## config.mk

```make
export PLATFORM = sky130hd
export DESIGN_NAME = shift_rows_pipe
export DESIGN_NICKNAME = d
export VERILOG_FILES = /design/src/rtl/shift_rows_pipe.sv
export SDC_FILE = /design/constraint.sdc
export NUM_CORES = 1
export LEC_CHECK = 0
export CELL_PAD_IN_SITES_DETAIL_PLACEMENT = 0
export CELL_PAD_IN_SITES_GLOBAL_PLACEMENT = 1
export CORE_MARGIN = 2
export CORE_UTILIZATION = 37
export CTS_CLUSTER_DIAMETER = 100
export DETAILED_ROUTE_END_ITERATION = 7
export PLACE_DENSITY = 0.77
export SYNTH_ARGS = -nofsm -noshare
export SYNTH_HDL_FRONTEND = slang
export SYNTH_SLANG_ARGS = --single-unit
```

## constraint.sdc

```tcl
create_clock -name clk -period 1.49 [get_ports clk]
set_input_delay 0.298 -clock clk [delete_from_list [all_inputs] [get_ports clk]]
set_output_delay 0.298 -clock clk [all_outputs]
set_load 0.01 [all_outputs]
```

## src/rtl/shift_rows_pipe.sv

```systemverilog
// shift_rows_pipe
//   Registered ShiftRows / InvShiftRows stage for a Rijndael state of NB
//   columns (4, 6 or 8). The permutation is applied combinationally to the
//   incoming state and the result is captured, together with its direction
//   flag, into a 2-entry FIFO that feeds the downstream round stages.
//
// Ports
//   clk        rising-edge clock
//   rst_n      asynchronous active-low reset
//   in_valid   input state present
//   in_ready   stage can accept a state (depends on FIFO occupancy only)
//   in_data    input state, row-major, MSB first, 32*NB bits
//   in_inv     0 = ShiftRows, 1 = InvShiftRows
//   out_valid  head entry present
//   out_ready  downstream accepts the head entry
//   out_data   permuted state at the FIFO head
//   out_inv    direction flag paired with out_data
//   blk_count  number of states delivered on the output (wraps)
module shift_rows_pipe #(
  parameter int NB    = 4,
  parameter int CNT_W = 16
) (
  input  logic                clk,
  input  logic                rst_n,
  input  logic                in_valid,
  output logic                in_ready,
  input  logic [32*NB-1:0]    in_data,
  input  logic                in_inv,
  output logic                out_valid,
  input  logic                out_ready,
  output logic [32*NB-1:0]    out_data,
  output logic                out_inv,
  output logic [CNT_W-1:0]    blk_count
);

  localparam int W = 32 * NB;

  generate
    if (NB != 4 && NB != 6 && NB != 8) begin : g_bad_nb
      $error("shift_rows_pipe: NB must be 4, 6 or 8");
    end
  endgenerate

  // Byte (r,c) lives at [W-1-8*(r*NB+c) -: 8]. Every source index is a
  // constant, so the permutation reduces to a 2:1 mux per byte.
  logic [W-1:0] perm;

  genvar r, c;
  generate
    for (r = 0; r < 4; r++) begin : g_row
      // Row offsets are {0,1,2,3}, except NB=8 where rows 2 and 3 shift by 3 and 4.
      localparam int OFF = (NB == 8 && r >= 2) ? r + 1 : r;
      for (c = 0; c < NB; c++) begin : g_col
        localparam int SRC_FWD = (c + OFF) % NB;
        localparam int SRC_INV = (c + NB - OFF) % NB;
        assign perm[W-1-8*(r*NB+c) -: 8] = in_inv ? in_data[W-1-8*(r*NB+SRC_INV) -: 8]
                                                  : in_data[W-1-8*(r*NB+SRC_FWD) -: 8];
      end
    end
  endgenerate

  logic [W-1:0] mem_data [2];
  logic [1:0]   mem_inv;
  logic         wr_ptr;
  logic         rd_ptr;
  logic [1:0]   count;
  logic         push;
  logic         pop;

  assign in_ready  = (count != 2'd2);
  assign out_valid = (count != 2'd0);
  assign push      = in_valid && in_ready;
  assign pop       = out_valid && out_ready;
  assign out_data  = mem_data[rd_ptr];
  assign out_inv   = mem_inv[rd_ptr];

  always_ff @(posedge clk or negedge rst_n) begin
    if (!rst_n) begin
      mem_data[0] <= '0;
      mem_data[1] <= '0;
      mem_inv     <= '0;
      wr_ptr      <= 1'b0;
      rd_ptr      <= 1'b0;
      count       <= 2'd0;
      blk_count   <= '0;
    end else begin
      if (push) begin
        mem_data[wr_ptr] <= perm;
        mem_inv[wr_ptr]  <= in_inv;
        wr_ptr           <= ~wr_ptr;
      end
      if (pop) begin
        rd_ptr    <= ~rd_ptr;
        blk_count <= blk_count + CNT_W'(1);
      end
      case ({push, pop})
        2'b10:   count <= count + 2'd1;
        2'b01:   count <= count - 2'd1;
        default: count <= count;
      endcase
    end
  end

endmodule

```

==> report_table.html <==
<table>
<tr><th>Metric</th><th>Value</th></tr>
<tr><th colspan="2">Pwr</th></tr>
<tr><td>Power share of the sequential group</td><td>0.269</td></tr>
<tr><td>Max VDD drop</td><td>0.00140 V</td></tr>
<tr><td>Leakage power summed over all cells</td><td>9.81 nW</td></tr>
<tr><td>Switch share</td><td>0.332</td></tr>
<tr><td>Clock share of power</td><td>0.162</td></tr>
<tr><td>Switching power of the nets</td><td>16.5 mW</td></tr>
<tr><td>Power per unit of standard cell area</td><td>2410 nW/um2</td></tr>
<tr><td>Internal</td><td>33.3 mW</td></tr>
<tr><td>Gate power share</td><td>0.569</td></tr>
<tr><th colspan="2">Clock network</th></tr>
<tr><td>Clock slew at reported path FFs</td><td>0.06 ns</td></tr>
<tr><td>Maximum level of the CTS H-tree</td><td>1</td></tr>
<tr><td>Total clock buffers created by CTS</td><td>31</td></tr>
<tr><td>Later-pin clock latency in the skew report</td><td>0.57 ns</td></tr>
<tr><td>Cell at the root of the clock tree</td><td>clkbuf_16</td></tr>
<tr><td>Number of buffers on the longest clock path</td><td>3</td></tr>
<tr><td>CTS tree</td><td>done</td></tr>
<tr><td>Clock sink total</td><td>278</td></tr>
<tr><th colspan="2">Cells and area</th></tr>
<tr><td>Fin nets</td><td>1569</td></tr>
<tr><td>Fill count</td><td>2695</td></tr>
<tr><td>Layout cells sized above 1</td><td>0.525</td></tr>
<tr><td>Flip-flop and latch area</td><td>6960 um2</td></tr>
<tr><td>Area grow syn2layout</td><td>60.5%</td></tr>
<tr><td>Non-filler instance count after layout</td><td>1913</td></tr>
<tr><td>Multi-input logic area</td><td>6330 um2</td></tr>
<tr><th colspan="2">Timing</th></tr>
<tr><td>Highest clock frequency the design can meet</td><td>444 MHz</td></tr>
<tr><td>Worst Tran Pin Value</td><td>0.408 ns</td></tr>
<tr><td>Clock period minus worst slack</td><td>2.25 ns</td></tr>
<tr><td>Unrepaired setup endpoints after global routing</td><td>true</td></tr>
<tr><td>Final count of pins violating max slew</td><td>0</td></tr>
<tr><td>Final worst slack</td><td>-0.763 ns</td></tr>
<tr><td>Final setup violation count</td><td>389</td></tr>
<tr><td>Worst setup skew after layout</td><td>0.0218 ns</td></tr>
<tr><td>Final-report hold violation count</td><td>0</td></tr>
<tr><td>Final clock period utilization by the worst path</td><td>1.51</td></tr>
<tr><td>Worst relative slew slack</td><td>0.728</td></tr>
<tr><th colspan="2">Worst hold path</th></tr>
<tr><td>Path type of the worst min-delay path</td><td>primary input to asynchronous set/reset pin</td></tr>
<tr><th colspan="2">Setup path</th></tr>
<tr><td>Critical Path Start Type</td><td>flop</td></tr>
<tr><td>Critical path data arrival time</td><td>1.96 ns</td></tr>
<tr><td>Worst reg2reg setup slack</td><td>-0.35 ns</td></tr>
<tr><td>Worst setup EP type</td><td>primary output</td></tr>
<tr><td>RR Startpoint</td><td>count[0]</td></tr>
<tr><td>R2r endpoint</td><td>mem_data[235]</td></tr>
<tr><td>Required time worst endpoint</td><td>1.19 ns</td></tr>
<tr><td>Worst setup path category</td><td>flop to primary output</td></tr>
<tr><td>Timing startpoint of the critical path</td><td>rd_ptr</td></tr>
<tr><td>Max FO, Critical Path</td><td>7</td></tr>
<tr><td>Count of cells along the worst register-to-register path</td><td>9</td></tr>
<tr><th colspan="2">Drt</th></tr>
<tr><td>Wire length reported by the detailed router</td><td>38100 um</td></tr>
<tr><td>Count of vias placed by the detailed router</td><td>9333</td></tr>
<tr><td>Drt initial violations</td><td>329</td></tr>
<tr><td>TritonRoute pass-1 iters</td><td>4</td></tr>
<tr><td>Remaining DRCs</td><td>0</td></tr>
<tr><td>Drt wl/cell</td><td>19.9 um</td></tr>
<tr><td>ANT nets after route</td><td>0</td></tr>
<tr><td>Number of vias per cell after detailed routing</td><td>4.88</td></tr>
<tr><th colspan="2">Floorplan</th></tr>
<tr><td>Die extent in x</td><td>191 um</td></tr>
<tr><td>Die Outline Area</td><td>36300 um2</td></tr>
<tr><td>Core region area</td><td>34500 um2</td></tr>
<tr><td>Std-Cell Rows</td><td>68</td></tr>
<tr><td>Effective utilization at floorplan</td><td>0.374</td></tr>
<tr><td>Ports placed on the boundary</td><td>280</td></tr>
<tr><td>Vertical die dimension</td><td>191 um</td></tr>
<tr><th colspan="2">GRT</th></tr>
<tr><td>Number of antenna violations at the first check in global routing</td><td>3</td></tr>
<tr><td>Number of global-route vias before repair</td><td>9623</td></tr>
<tr><td>Global-route wire length before repair</td><td>54000 um</td></tr>
<tr><td>Largest net degree at the start of global routing</td><td>72</td></tr>
<tr><td>Overflow left after global routing</td><td>0</td></tr>
<tr><td>Global-route total usage across every layer</td><td>0.188</td></tr>
<tr><td>Met3 track demand over resource</td><td>0.0421</td></tr>
<tr><td>Met2 capacity usage during global routing</td><td>0.304</td></tr>
<tr><td>GR Util met1</td><td>0.258</td></tr>
<tr><td>Layer with the highest usage after global routing</td><td>met2</td></tr>
<tr><th colspan="2">Logic synthesis</th></tr>
<tr><td>Share of the synthesized area in the top cell type</td><td>0.540</td></tr>
<tr><td>Mean instance size in the synthesized netlist</td><td>13.0 um2</td></tr>
<tr><td>Post-synthesis sequential area ratio</td><td>0.540</td></tr>
<tr><td>Warning count from the yosys run</td><td>0</td></tr>
<tr><td>Number of synthesized register bits</td><td>278</td></tr>
<tr><td>Distinct cell type count after synthesis</td><td>28</td></tr>
<tr><td>Synth area leaders</td><td>dfrtp_1 (54%), mux2_2 (12%), mux2i_1 (7.6%)</td></tr>
<tr><td>Cell area after synthesis</td><td>12900 um2</td></tr>
<tr><td>Net Count, Synth</td><td>1124</td></tr>
<tr><td>Cell count after synthesis</td><td>989</td></tr>
<tr><td>Post-synthesis cell type with the largest combined area</td><td>dfrtp_1</td></tr>
<tr><th colspan="2">Outcome</th></tr>
<tr><td>Result of the run</td><td>finished, violations left</td></tr>
<tr><td>Failing checks</td><td>negative setup slack</td></tr>
<tr><th colspan="2">Placement</th></tr>
<tr><td>Count of port buffers added during placement</td><td>279</td></tr>
<tr><td>Final GP Congestion</td><td>0.773</td></tr>
<tr><td>Setup Slack @ Placement</td><td>-0.717 ns</td></tr>
<tr><td>Placed cell count</td><td>1745</td></tr>
<tr><td>Final HPWL from detailed placement</td><td>23200 um</td></tr>
<tr><th colspan="2">Job</th></tr>
<tr><td>Number of max-capacitance violations reported</td><td>0</td></tr>
</table>
-- power groups by stage --
stage / clock [mW] / combinational [mW] / sequential [mW]
after floorplan: 0 / 11.9 / 12.7
final: 8.06 / 28.3 / 13.4
after global placement: 0 / 20.9 / 13.2
after detailed placement: 0 / 21.2 / 13.2
after CTS: 8.23 / 24.1 / 13.2
after global routing: 8.51 / 30.0 / 13.8
-- Yosys cell counts --
cell type / count
dfrtp_1: 278
mux2_2: 132
nand2_1: 103
mux2i_1: 98
o21ai_0: 98
mux2_1: 62
mux2_4: 62
inv_1: 50
buf_2: 21
buf_6: 19
clkbuf_1: 19
xnor2_1: 13
xor2_1: 7
and3_1: 5
nand3_1: 4
nand4_1: 3
ha_1: 2
nor2_1: 2
nor3_2: 2
and2_1: 1
buf_1: 1
buf_4: 1
nand2_4: 1
nand2b_4: 1
nand3_4: 1
nor2_4: 1
o211ai_1: 1
or2_1: 1
-- kinds of logic after synthesis --
group,synth area share
adder cells (fa/ha/maj),0.00194
flip-flops,0.540
buffers and inverters,0.0457
XOR/XNOR,0.0136
AO/OA/AOI/OAI,0.0386
AND/OR/NAND/NOR,0.0427
multiplexers,0.318
-- worst max-delay path, cell delays in order, from the launching register on --
cell and delay (ns):
dfrtp_4 0.52, buf_12 0.15, buf_12 0.14, clkbuf_16 0.16, mux2_2 0.28, buf_6 0.12
-- metal layers --
metal  wire length (um)  up-vias
li1                   -     4312
met1              17200     4756
met2              18200      224
met3               2070       41
met4                686        0
met5                  0        -
-- cell type report --
class,instances,area share
multi-input combinational,600,0.306
antenna,2,0.000242
inverter,50,0.00907
clock inverter,11,0.00780
clock buffer,44,0.0442
timing repair buffer,473,0.269
tap,455,0.0275
sequential,278,0.336
-- worst max-delay path by stage --
stage | endpoint | slack (ns)
floorplan | count[1] | -0.07
global placement | out_data[80] | -0.65
detailed placement | out_data[80] | -0.72
CTS | out_data[48] | -0.81
global route | out_data[49] | -0.79
finish | out_data[52] | -0.76
-- through the flow --
stage / util / setup TNS (ns) / hold slack, ns / area, um2 / total power, mW
3_5_place_dp: 0.495 / -137.51 / 0.192 / 17100 / 34.4
2_1_floorplan: - / -2.01 / 0.00241 / 13200 / 24.6
3_3_place_gp: 0.495 / -130.05 / 0.182 / 17100 / 34.1
5_1_grt: 0.600 / -154.04 / 0.205 / 20700 / 52.3
4_1_cts: 0.551 / -123.69 / 0.168 / 19000 / 45.6
6_report: 0.600 / -136.28 / 0.196 / 20700 / 49.8
-- placed cells by master, fill, tap and decap left out, types with 35 or more instances in the layout --
cell and n:
nand2_1 56, nand2_2 39, clkdlybuf4s50_1 130, dfrtp_1 276, mux2_4 167, buf_6 144, mux2i_1 98, buf_12 35
buf_2 42, mux2_2 88, o21ai_0 36, inv_1 50, buf_4 58, clkbuf_16 53
-- flip-flops by register name, indices dropped and copies added (netlist names) --
register   flops
mem_data     256
blk_count     16
count          2
mem_inv        2
rd_ptr         1
wr_ptr         1
-- repair_timing --
item,in CTS,in global routing
endpoints found under the setup margin,277,381
cloned,8,25
pin swaps,25,32
gates resized for setup,872,225
endpoints found under the hold margin,259,0
hold buffers,1,0
setup buffers,43,44
(Power assumes the default switching activity.)
